`config.mk`:
```
export PLATFORM = sky130hd
export DESIGN_NAME = uart_tx_arbiter
export DESIGN_NICKNAME = d
export VERILOG_FILES = /design/src/rtl/uart_tx_arbiter.sv
export SDC_FILE = /design/constraint.sdc
export NUM_CORES = 1
export LEC_CHECK = 0
export ABC_CLOCK_PERIOD_IN_PS = 2000
export CAP_MARGIN = 15
export CORE_MARGIN = 4
export CORE_UTILIZATION = 53
export CTS_BUF_LIST = sky130_fd_sc_hd__clkbuf_8
export DETAILED_ROUTE_END_ITERATION = 8
export PLACE_DENSITY = 0.81
export SLEW_MARGIN = 20
export SYNTH_ARGS = -nofsm -noshare
export SYNTH_HDL_FRONTEND = slang
export SYNTH_SLANG_ARGS = --single-unit
```
`constraint.sdc`:
```
create_clock -name clk -period 2 [get_ports clk]
set_clock_uncertainty 0.05 [all_clocks]
set_input_delay 0.5 -clock clk [delete_from_list [all_inputs] [get_ports clk]]
set_output_delay 0.5 -clock clk [all_outputs]
set_load 0.02 [all_outputs]
```
`src/rtl/uart_tx_arbiter.sv`:
```
// Two-requester arbiter in front of one shared UART transmitter.
// Each requester has a one-byte holding slot. A granted byte is launched with a
// one-cycle tx_start. The arbiter then waits for the transmitter to finish, with
// a timeout on busy rising, and holds an idle gap before the next grant.
// Optional build macro: UART_TX_ARB_ROUND_ROBIN_EN. When it is defined, the
// winner alternates if both requesters are pending. When it is not defined,
// requester 0 has fixed priority.
module uart_tx_arbiter #(
  parameter int unsigned GAP_CYCLES   = 16,
  parameter int unsigned BUSY_TIMEOUT = 8
) (
  input  logic       clk,
  input  logic       reset,
  input  logic       req0,
  input  logic [7:0] data0,
  input  logic       req1,
  input  logic [7:0] data1,
  input  logic       tx_busy,
  output logic       tx_start,
  output logic [7:0] tx_data,
  output logic       grant_id,
  output logic       ack0,
  output logic       ack1,
  output logic       drop0,
  output logic       drop1,
  output logic       active
);

  localparam int unsigned CNT_MAX = (GAP_CYCLES > BUSY_TIMEOUT) ? GAP_CYCLES : BUSY_TIMEOUT;
  localparam int unsigned CW      = (CNT_MAX < 2) ? 1 : $clog2(CNT_MAX);

  typedef enum logic [2:0] {IDLE, START, WAIT_BUSY, WAIT_DONE, GAP} state_t;

  state_t        state, state_nxt;
  logic [CW-1:0] cnt, cnt_nxt;
  logic          pend0, pend1;
  logic [7:0]    hold0, hold1;
  logic          grant_v, win;
  logic          take0, take1, slot0_free, slot1_free;

  // Winner selection and slot availability for this cycle
  always_comb begin
    grant_v = (state == IDLE) && !tx_busy && (pend0 || pend1);
`ifdef UART_TX_ARB_ROUND_ROBIN_EN
    win = (pend0 && pend1) ? ~grant_id : ~pend0;
`else
    win = ~pend0;
`endif
    take0 = grant_v && !win;
    take1 = grant_v && win;
    // A slot being granted this cycle frees up on the same edge, so a new strobe refills it.
    slot0_free = !pend0 || take0;
    slot1_free = !pend1 || take1;
  end

  // Next-state and shared wait/gap counter
  always_comb begin
    state_nxt = state;
    cnt_nxt   = cnt;
    case (state)
      IDLE: begin
        if (grant_v) state_nxt = START;
      end
      START: begin
        state_nxt = WAIT_BUSY;
        cnt_nxt   = '0;
      end
      WAIT_BUSY: begin
        if (tx_busy) begin
          state_nxt = WAIT_DONE;
        end else if (32'(cnt) + 32'd1 >= BUSY_TIMEOUT) begin
          state_nxt = GAP;
          cnt_nxt   = '0;
        end else begin
          cnt_nxt = cnt + CW'(1);
        end
      end
      WAIT_DONE: begin
        if (!tx_busy) begin
          state_nxt = GAP;
          cnt_nxt   = '0;
        end
      end
      GAP: begin
        if (32'(cnt) + 32'd1 >= GAP_CYCLES) state_nxt = IDLE;
        else                                cnt_nxt   = cnt + CW'(1);
      end
      default: state_nxt = IDLE;
    endcase
  end

  // State and counter registers
  always_ff @(posedge clk) begin
    if (reset) begin
      state <= IDLE;
      cnt   <= '0;
    end else begin
      state <= state_nxt;
      cnt   <= cnt_nxt;
    end
  end

  // Holding slots, issued byte, owner and one-cycle status pulses
  always_ff @(posedge clk) begin
    if (reset) begin
      pend0    <= 1'b0;
      pend1    <= 1'b0;
      hold0    <= '0;
      hold1    <= '0;
      tx_data  <= '0;
      grant_id <= 1'b1;
      ack0     <= 1'b0;
      ack1     <= 1'b0;
      drop0    <= 1'b0;
      drop1    <= 1'b0;
    end else begin
      ack0  <= take0;
      ack1  <= take1;
      drop0 <= req0 && !slot0_free;
      drop1 <= req1 && !slot1_free;
      if (grant_v) begin
        tx_data  <= win ? hold1 : hold0;
        grant_id <= win;
      end
      if (req0 && slot0_free) begin
        pend0 <= 1'b1;
        hold0 <= data0;
      end else if (take0) begin
        pend0 <= 1'b0;
      end
      if (req1 && slot1_free) begin
        pend1 <= 1'b1;
        hold1 <= data1;
      end else if (take1) begin
        pend1 <= 1'b0;
      end
    end
  end

  assign tx_start = (state == START);
  assign active   = (state != IDLE);

endmodule

```
== After elaboration in Yosys (flattened, before gate mapping) ==
Index checks and enable logic that the tools add are counted.
Widths: inputs -> output; s select.

* RAM bits: 0
* Latch bits: 0
* Memories kept: 0
* Register bits after elaboration: 38
* Bits in read-only memories: 0
* Output and inout port bits: 15

* Reduce and logical (&&, ||, !) cells: 23
* Bitwise logic cells: 1
* Add/subtract/negate cells: 2
* Shift-type cells: 0
* Divide/modulo/power cells: 0
* Multiply operators: 0
* Equal/unequal tests: 10
* Order comparisons: 2
* Muxes and demuxes: 16

{| class="wikitable"
|+ Operators with widths
! cell !! count
|-
| $ge 32x4->1 const B || 1
|-
| $mux 4 || 4
|-
| $pmux 4 s4 || 1
|-
| $mux 3 || 5
|-
| $pmux 3 s5 || 1
|-
| $ne 2x2->1 const B || 5
|-
| $logic_and 1x1->1 || 8
|-
| $mux 8 || 1
|-
| $reduce_and 4->1 || 2
|-
| $eq 3x2->1 const B || 2
|-
| $add 4x1->5 const B || 1
|-
| $ge 5x5->1 const B || 1
|-
| $logic_not 1->1 || 5
|-
| $add 4x1->4 const B || 1
|-
| $mux 1 || 4
|-
| $reduce_bool 2->1 || 2
|-
| $reduce_bool 4->1 || 1
|-
| $eq 3x1->1 const B || 1
|-
| $eq 3x3->1 const B || 1
|-
| $logic_not 3->1 || 1
|-
| $logic_or 1x1->1 || 3
|-
| $ne 3x3->1 const B || 1
|-
| $reduce_bool 3->1 || 1
|-
| $not 1->1 || 1
|}

== Longest topological paths before layout ==
Gate-level depths: netlist of the first run.

* Depth after elaboration: 7
* Depth in mapped cells: 6
* Depth with buffers taken out: 5

== Worst setup path before layout of the first run ==
OpenSTA, ideal clock, no wires.

* Path kind: input-to-reg
* From: input tx_busy
* To: register tx_data[0]
* Library setup time: 0.079 ns
* Arrival: 1.549 ns
* Path slack: 0.321 ns
* Stages on the path: 5
* Required time: 1.871 ns
* Cell sequence: clkbuf_1 -> nor4_4 -> buf_6 -> nor2_2 -> a211oi_2

* Longest elaborated chain between the ends: 3

{| class="wikitable"
|+ RTL lines
! item !! RTL line !! source
|-
| from (decl) || 18 || <nowiki>input logic tx_busy,</nowiki>
|-
| $logic_not 1->1 || -- ||
|-
| $logic_and 1x1->1 (2 in series) || 43 || <nowiki>grant_v = (state == IDLE) && !tx_busy && (pend0 || pend1);</nowiki>
|-
| to (signal assigned) || 122 || <nowiki>tx_data <= win ? hold1 : hold0;</nowiki>
|-
| to (decl) || 20 || <nowiki>output logic [7:0] tx_data,</nowiki>
|}

No other way between the ends.
A chain may end at the register's enable or synchronous reset.

== Final worst setup path of the first run ==
* From: register state[2]
* To: output active

* Longest elaborated chain between the ends: 1

{| class="wikitable"
|+ RTL lines
! item !! RTL line !! source
|-
| from (decl) || 34 || <nowiki>state_t state, state_nxt;</nowiki>
|-
| from (signal assigned) || 98 || <nowiki>state <= state_nxt;</nowiki>
|-
| $reduce_bool 3->1 || 141 || <nowiki>assign active = (state != IDLE);</nowiki>
|-
| to (decl) || 26 || <nowiki>output logic active</nowiki>
|}

No other way between the ends.

==> results of run 1 <==
[registers in the layout, summed over array words and instances (netlist names)]
signal,cells
ack0,1
grant_id,1
pend1,1
hold1,8
tx_data,8
drop1,1
pend0,1
state,3
drop0,1
ack1,1
hold0,8
cnt,4
[repair_timing]
action	CTS	global route
resized for setup	2	0
setup buffers	0	0
endpoints found under the hold margin	0	0
endpoints found under the setup margin	2	0
[metrics by stage]
step | power (uW) | cells | cell area, um2 | hold WS [ns]
2_1_floorplan | 1160 | 189 | 1760 | 0.403
3_3_place_gp | 1310 | 264 | 2170 | 0.420
3_5_place_dp | 1330 | 264 | 2170 | 0.426
4_1_cts | 1810 | 271 | 2250 | 0.435
5_1_grt | 1900 | 271 | 2250 | 0.465
6_report | 1800 | 271 | 2250 | 0.441
[how the worst max path moves through the flow]
stage	from	to	slack, ns	depth (start not counted)
finish	state[2]	active	0.13	2
global route	cnt[0]	state[2]	0.01	5
CTS	state[2]	active	0.11	2
detailed placement	tx_busy	state[1]	-0.06	5
global placement	tx_busy	drop0	-0.02	4
floorplan	tx_busy	tx_data[0]	0.32	5
[per-layer routing]
layer	global-route usage, %	vias up
li1	-	760
met1	24.5	723
met2	33.8	43
met3	6.67	5
met4	10.4	0
met5	0	-
[area by class of cell]
class,instances,area share [%]
inverter,6,1.00
clock inverter,2,0.445
tap,44,2.45
multi-input combinational,131,39.9
timing repair buffer,45,19.3
sequential,38,33.8
clock buffer,5,3.06
[placed cells by master (no fill, tap or decap), types with 2 or more instances in the layout]
cell type        count
dfxtp_1             38
clkdlybuf4s50_1     33
nor2_1              21
mux2i_1             18
a21oi_1             13
nand3_1             11
o21ai_0             10
buf_4                9
a211oi_1             8
inv_1                6
nand2_1              6
clkbuf_8             5
nor3_1               4
nand2b_1             3
o2111ai_1            3
or3_1                2
or4_1                2
and3_1               2
nor3b_1              2
or3b_2               2
a22o_1               2
ha_1                 2
clkinv_2             2
dlygate4sd2_1        2
[kinds of logic (layout without fill, tap and decap cells)]
group	Yosys count	in the layout	synth area share, %
compound gates	47	47	19.6
mux	18	18	10.2
fa+ha+maj	2	2	1.42
buf+inv	20	58	5.62
flops	38	38	43.3
simple gates	63	63	19.4
xor+xnor	1	1	0.498
[critical path: stages, from the launching register on]
cell and delay [ns]:
dfxtp_1 0.31, or3_1 0.39, dlygate4sd2_1 0.33
[where the power goes]
part           leakage, uW  internal (uW)  total (uW)  switching, uW
combinational     0.000530            212         452            239
sequential        0.000312            815         852           36.8
clock            0.0000438            234         494            260
total             0.000885           1260        1800            536
==> metrics.txt, run 1 <==
status finished clean; met3 routed WL 236 um; GPL Wtd Cong 0.868; initial antenna violation count 0; FMAX 0.535 GHz; CP required 1.45 ns; area leader, netlist dfxtp_1; wire per inst 14.4 um; Final period util 93.5%; Die Span Y 65.6 um; CTS Hold Bufs 0; Core Area 0.00310 mm2; Initial Util 56.7%; PwrDens 798 mW/mm2; Setup WS post-layout 0.131 ns; static leakage 0.000885 uW; CTS H-tree depth 2; mapped cell area 0.00176 mm2; Initial DRC Count 87; first-pass GRT wire length 6760 um; EDFF count, synth 0; Worst Hold Launch hold1[7]; cells after synthesis 189; dpl hpwl 2990 um; fin crit period 1.87 ns; Critical Path AT 1.32 ns; chip width 65.6 um; synth unique cells 43; Site Rows 20; Die Area 0.00430 mm2; Port Buffers 35; max_cap viols 0; RSZ-0062 raised after global routing false; total CTS buffers 5; final count of negative-setup-slack endpoints 0; share of cells above drive strength 1 11.5%; DR vias/cell 5.65; M1 WL 1760 um; Final Hold Viols 0; HP Class register to register; Root Driver clkbuf_8; largest net degree at the start of global routing 21; Met2 Wirelength 1850 um; Highest Signal Layer met4; setup TNS 0 ns; maximum VDD drop 543 uV; Worst R2R End state[2]; Register Area 761 um2; RR Startpoint cnt[0]; fillers 264; area grow syn2layout 28.0%; worst skew pair latency 0.29 ns; post-synth net total 212; Syn Area/Cell 9.30 um2; GR Overflow Total 0; Slew @ Worst Pin 0.543 ns; Initial DRT Pass Iterations 4; Startpoint Class register; largest cells by area after synthesis dfxtp_1, mux2i_1, nor2_1, a21oi_1, a211oi_1; overall global routing resource usage 20.8%; DRC Markers 0; vias 1531; TritonCTS clock tree built; element type at the critical path end output pin; Clock Sinks 38; CTS Buffer Depth 2; Synth Register Bits 38; Detailed Route WL 3910 um; Main synth FF type dfxtp_1; ys async rst share 0%; yosys warns 0; r2r setup slk 0.19 ns; post-route ant nets 0; Clock Pin Slew Worst Setup and Hold Paths 0.07 ns; max_slew headroom 63.7%; crit-path max FO 2; Yosys top cell area share 43.3%; crit path kind register to output pin; commonest cells in the netlist dfxtp_1, nor2_1, mux2i_1; worst hold path cell count 2; Multi-input gate area 898 um2; most frequent cell after synthesis dfxtp_1; hold path endpoint hold1[7]; fin. max-slew vios 0; n_diodes 0; final design utilization 72.5%; # nets final 250; post-synthesis sequential area ratio 43.3%; R2R cell count 5; vias in the first global route 1543; IO Count 36; worst slack, placed -0.0572 ns
Power figures use the tool's default switching activity.
==> run 2, diff against run 1 <==
Settings changed: REMOVE_ABC_BUFFERS set to 1.
==> run 2 against run 1 <==
Net effect: sequential share of layout area is 0.19 points lower; sequential power is 0.6% lower; power is 0.62% lower; count of clock-buffer cells in the layout stayed put; combinational power is 2% higher; core utilization is 0.40 points higher; sequential cell count stayed put; non-clock buffer count is 2 higher; final area is 0.56% higher.
==> metrics.txt, run 2 (synthesis results as in run 1) <==
CTS H-tree depth 2 (unchanged); PwrDens 789 mW/mm2 (-1.2%); n_diodes 0 (unchanged); Placed Area 0.00219 mm2 (+0.69%); GR Overflow Total 0 (unchanged); Largest stage delay, worst path 0.41 ns (+0.02 ns); largest net degree at the start of global routing 30 (+43%); crit-path cells or3_1, dlygate4sd2_1; met2 Usage GRT 35.7% (+1.9 points); first-pass GRT wire length 6520 um (-3.6%); TritonCTS clock tree built; DRC Markers 0 (unchanged); Detailed Route WL 3920 um (+0.38%); crit path kind register to output pin; CP Buf/Inv Count 1 (unchanged); share of cells above drive strength 1 11.4% (-0.10 points); GRT met1 Usage 21.7% (-2.8 points); final design utilization 72.9% (+0.40 points); vias 1563 (+2.1%); final instance area 0.00226 mm2 (+0.56%); most used routing layer met2; fin crit period 1.90 ns (+0.0260 ns); wire per inst 14.4 um (-0.35%); static leakage 0.000898 uW (+1.4%); CP top delay family simple AND/OR/NAND/NOR gates; max_cap viols 0 (unchanged); RSZ-0062 raised after global routing false; most common cell after layout, fill and taps aside dfxtp_1; initial antenna violation count 0 (unchanged); setup TNS 0 ns (unchanged); Initial DRT Pass Iterations 4 (unchanged); worst hold slack 0.427 ns (-0.0139 ns); commonest non-fill, non-tap cells in the layout dfxtp_1, clkdlybuf4s50_1, nor2_1, mux2i_1, a21oi_1; final count of negative-setup-slack endpoints 0 (unchanged); Initial DRC Count 107 (+23%); Final Hold Viols 0 (unchanged); total CTS buffers 5 (unchanged); met3 Use GR 3.93% (-2.7 points); max_slew headroom 67.6% (+3.9 points); Final period util 94.8% (+1.3 points); dpl hpwl 2970 um (-0.37%); post-route ant nets 0 (unchanged); Port Buffers 35 (unchanged); element type at the critical path end output pin; worst skew pair latency 0.28 ns (about the same); fin. max-slew vios 0 (unchanged); CTS Buffer Depth 2 (unchanged); FMAX 0.528 GHz (-1.4%); DR vias/cell 5.73 (+1.3%); CP required 1.45 ns (about the same); Slew @ Worst Pin 0.485 ns (-0.0577 ns); Critical Path AT 1.35 ns (+0.03 ns); status finished clean; vias in the first global route 1499 (-2.9%); Clock Pin Slew Worst Setup and Hold Paths 0.07 ns (about the same); Power Total 1790 uW (-0.62%); Clock Sinks 38 (unchanged); Die Span Y 65.6 um (unchanged); postcts setup bufs 0 (unchanged); HP Class register to register; chip width 65.6 um (unchanged); crit-path max FO 2 (unchanged); GPL Wtd Cong 0.862 (-0.73%); IO Count 36 (unchanged); Initial Util 56.7% (unchanged); # nets final 252 (+0.80%); overall global routing resource usage 19.4% (-1.4 points); Die Area 0.00430 mm2 (unchanged); Core Area 0.00310 mm2 (unchanged); Largest regs hold0: 8 flops, hold1: 8 flops, tx_data: 8 flops; maximum VDD drop 570 uV (+5.0%); Site Rows 20 (unchanged); highest-delay cell along the critical path or3_1; area grow syn2layout 28.8%; Startpoint Class register; Root Driver clkbuf_8
==> run 2: through the flow <==
stage,std cells,setup WS [ns]
2_1_floorplan,175,0.187
5_1_grt,273,0.0372
4_1_cts,273,0.0934
3_3_place_gp,266,-0.0225
3_5_place_dp,266,-0.0973
6_report,273,0.105
==> run 2: cell type report <==
| type | instances | area [um2] |
|---|---|---|
| clock inverter | 2 | 7.51 |
| fill | 248 | 840 |
| clock buffer | 5 | 68.8 |
| sequential | 38 | 761 |
| multi-input combinational | 131 | 898 |
| timing repair buffer | 47 | 450 |
| tap | 44 | 55.1 |
| inverter | 6 | 22.5 |
==> run 2: final timing paths <==
check	from	slack (ns)	endpoint	cells past startpoint
max	state[2]	0.10	active	2
min	hold1[5]	0.43	hold1[5]	2
max reg2reg	cnt[0]	0.20	cnt[2]	5
min reg2reg	hold1[5]	0.43	hold1[5]	2
==> run 2: what timing repair did <==
item	CTS	global route
hold buffers	0	0
resized for setup	2	0
setup endpoints to repair	2	0
==> run 2: per-layer routing <==
| metal | wire [um] | vias to the layer above |
|---|---|---|
| met1 | 1620 | 741 |
| met5 | 0 | - |
| met2 | 2040 | 48 |
| met3 | 188 | 9 |
| met4 | 78 | 0 |
| li1 | - | 765 |
==> run 2: power breakdown <==
group          leakage, uW  total [uW]  switching, uW  internal [uW]
clock            0.0000466         478            248            230
sequential        0.000312         847           31.9            815
combinational     0.000540         461            246            216
==> run 2: tightest hold or removal path, stage by stage (launching register included) <==
cell and delay (ns):
dfxtp_1 0.31, o21ai_0 0.06, a21oi_1 0.06
==> run 3, diff against run 2 <==
Settings changed: ABC_CLOCK_PERIOD_IN_PS 2000 to 2100.
Clock period 2 ns to 2.1 ns, I/O delays scaled along.
==> run 3 against run 2 <==
Net effect: sequential power fell by 4.3%; non-clock buffer count is 2 lower; global-route usage rose by 1.4 points; setup slack gained 0.091 ns; combinational power is 7.6% lower; register-to-register slack gained 0.06 ns; sequential cell count unchanged; clock power is 3% higher; via count down 2.9%; critical path depth is the same; count of clock-buffer cells in the layout increased by 1; die area unchanged; critical endpoint unchanged.
==> metrics.txt, run 3 (synthesis results as in run 1) <==
largest net degree at the start of global routing 30 (unchanged); element type at the critical path end output pin; first-pass GRT wire length 6940 um (+6.5%); Die Area 0.00430 mm2 (unchanged); static leakage 0.000894 uW (-0.42%); Root Driver clkbuf_8; Clock Pin Slew Worst Setup and Hold Paths 0.07 ns (about the same); RSZ-0062 raised after global routing false; worst hold slack 0.427 ns (-0.0000580 ns); dpl hpwl 2940 um (-1.3%); FMAX 0.525 GHz; met3 routed WL 222 um (+18%); Highest Signal Layer met4; GR Overflow Total 0 (unchanged); CTS H-tree depth 2 (unchanged); Met2 Wirelength 2010 um (-1.7%); most common cell after layout, fill and taps aside dfxtp_1; # nets final 250 (-0.79%); fillers 251 (+1.2%); Slew @ Worst Pin 0.471 ns (-0.0140 ns); final count of negative-setup-slack endpoints 0 (unchanged); total CTS buffers 5 (unchanged); DR vias/cell 5.62 (-1.9%); Initial Util 56.7% (unchanged); Final Hold Viols 0 (unchanged); HP Class register to register; initial antenna violation count 0 (unchanged); Site Rows 20 (unchanged); Worst Hold Launch hold1[2]; vias in the first global route 1512 (+0.87%); fin crit period 1.90 ns; Layout Cells excl Fill 270 (-1.1%); RR Startpoint cnt[0]; fin. max-slew vios 0 (unchanged); TritonCTS clock tree built; Initial DRC Count 140 (+31%); max_cap viols 0 (unchanged); CP required 1.52 ns (+0.07 ns); Largest stage delay, worst path 0.39 ns (-0.02 ns); Multi-input gate area 898 um2 (unchanged); highest-delay cell along the critical path or3_1; Clock Sinks 38 (unchanged); crit path kind register to output pin; status finished clean; Startpoint Class register; max_slew headroom 68.5% (+0.94 points); Die Span Y 65.6 um (unchanged); CTS Hold Bufs 0 (unchanged); Detailed Route WL 3940 um (+0.48%); maximum VDD drop 542 uV (-5.0%); Port Buffers 35 (unchanged); M1 WL 1650 um (+1.7%); commonest non-fill, non-tap cells in the layout dfxtp_1, clkdlybuf4s50_1, nor2_1, mux2i_1, a21oi_1; Initial DRT Pass Iterations 4 (unchanged); final instance area 0.00225 mm2 (-0.77%); final design utilization 72.4% (-0.56 points); Placed Area 0.00216 mm2 (-1.3%); CTS Buffer Depth 2 (unchanged); Critical Path Start state[2]; area grow syn2layout 27.8%; overall global routing resource usage 20.8% (+1.4 points); worst skew pair latency 0.29 ns (about the same); Core Area 0.00310 mm2 (unchanged); n_diodes 0 (unchanged); crit-path cells or3_1, dlygate4sd2_1; Final period util 90.7%; DRC Markers 0 (unchanged); IO Count 36 (unchanged); Post-Place Cells 264 (-0.75%); setup TNS 0 ns (unchanged); wire per inst 14.6 um (+1.6%); vias 1517 (-2.9%); chip width 65.6 um (unchanged); share of cells above drive strength 1 11.1% (-0.29 points); crit-path max FO 2 (unchanged); Critical Path AT 1.33 ns (-0.02 ns); Largest regs hold0: 8 flops, hold1: 8 flops, tx_data: 8 flops; GPL Wtd Cong 0.831 (-3.5%); PwrDens 770 mW/mm2 (-2.5%); post-route ant nets 0 (unchanged); Register Area 761 um2 (unchanged)
[run 3: changes by cell type in the layout (fill, tap and decap cells not counted), sizes merged]
cell	delta
dlygate4sd2	-1
dlymetal6s2s	+1
inv	-2
buf	-2
clkbuf	+1
[run 3: repair_timing]
action / 4_1_cts / 5_1_grt
buffers inserted: 0 / 0
endpoints found under the hold margin: 0 / 0
endpoints found under the setup margin: 1 / 1
resized for setup: 1 / 1
[run 3: report_power, final]
| group | leakage, uW | switching [uW] | internal [uW] |
|---|---|---|---|
| sequential | 0.000312 | 34.8 | 776 |
| combinational | 0.000539 | 227 | 199 |
| clock | 0.0000431 | 239 | 253 |
| total | 0.000894 | 501 | 1230 |
[run 3: critical path: cells and delay by family, from the launching register on]
| kind | cells | cell delay (ns) |
|---|---|---|
| buf+inv | 1 | 0.33 |
| simple gates | 1 | 0.39 |
| flops | 1 | 0.31 |
[run 3: per-stage QoR]
stage / power, uW / setup slack, ns
floorplan: 1070 / 0.287
detailed placement: 1260 / -0.00415
global placement: 1240 / 0.0451
CTS: 1730 / 0.0450
global route: 1820 / 0.102
finish: 1730 / 0.196
[run 3: final timing paths]
check / endpoint / slack, ns / depth (start not counted)
worst max register to register: cnt[2] / 0.26 / 5
worst min register to register: hold1[2] / 0.43 / 2
worst max-delay path: active / 0.20 / 2
worst min-delay path: hold1[2] / 0.43 / 2
[run 3: layout make-up]
| type | instances | area share (%) |
|---|---|---|
| Tap cell | 44 | 2.45 |
| Sequential cell | 38 | 33.9 |
| Inverter | 6 | 1.00 |
| Timing Repair Buffer | 45 | 19.0 |
| Multi-Input combinational cell | 131 | 40.0 |
| Clock buffer | 6 | 3.68 |
[run 3: per-layer routing]
| layer | vias up | global-route usage, % |
|---|---|---|
| li1 | 755 | - |
| met1 | 696 | 25.0 |
| met2 | 55 | 35.9 |
| met3 | 11 | 5.47 |
| met4 | 0 | 6.99 |
| met5 | - | 0 |
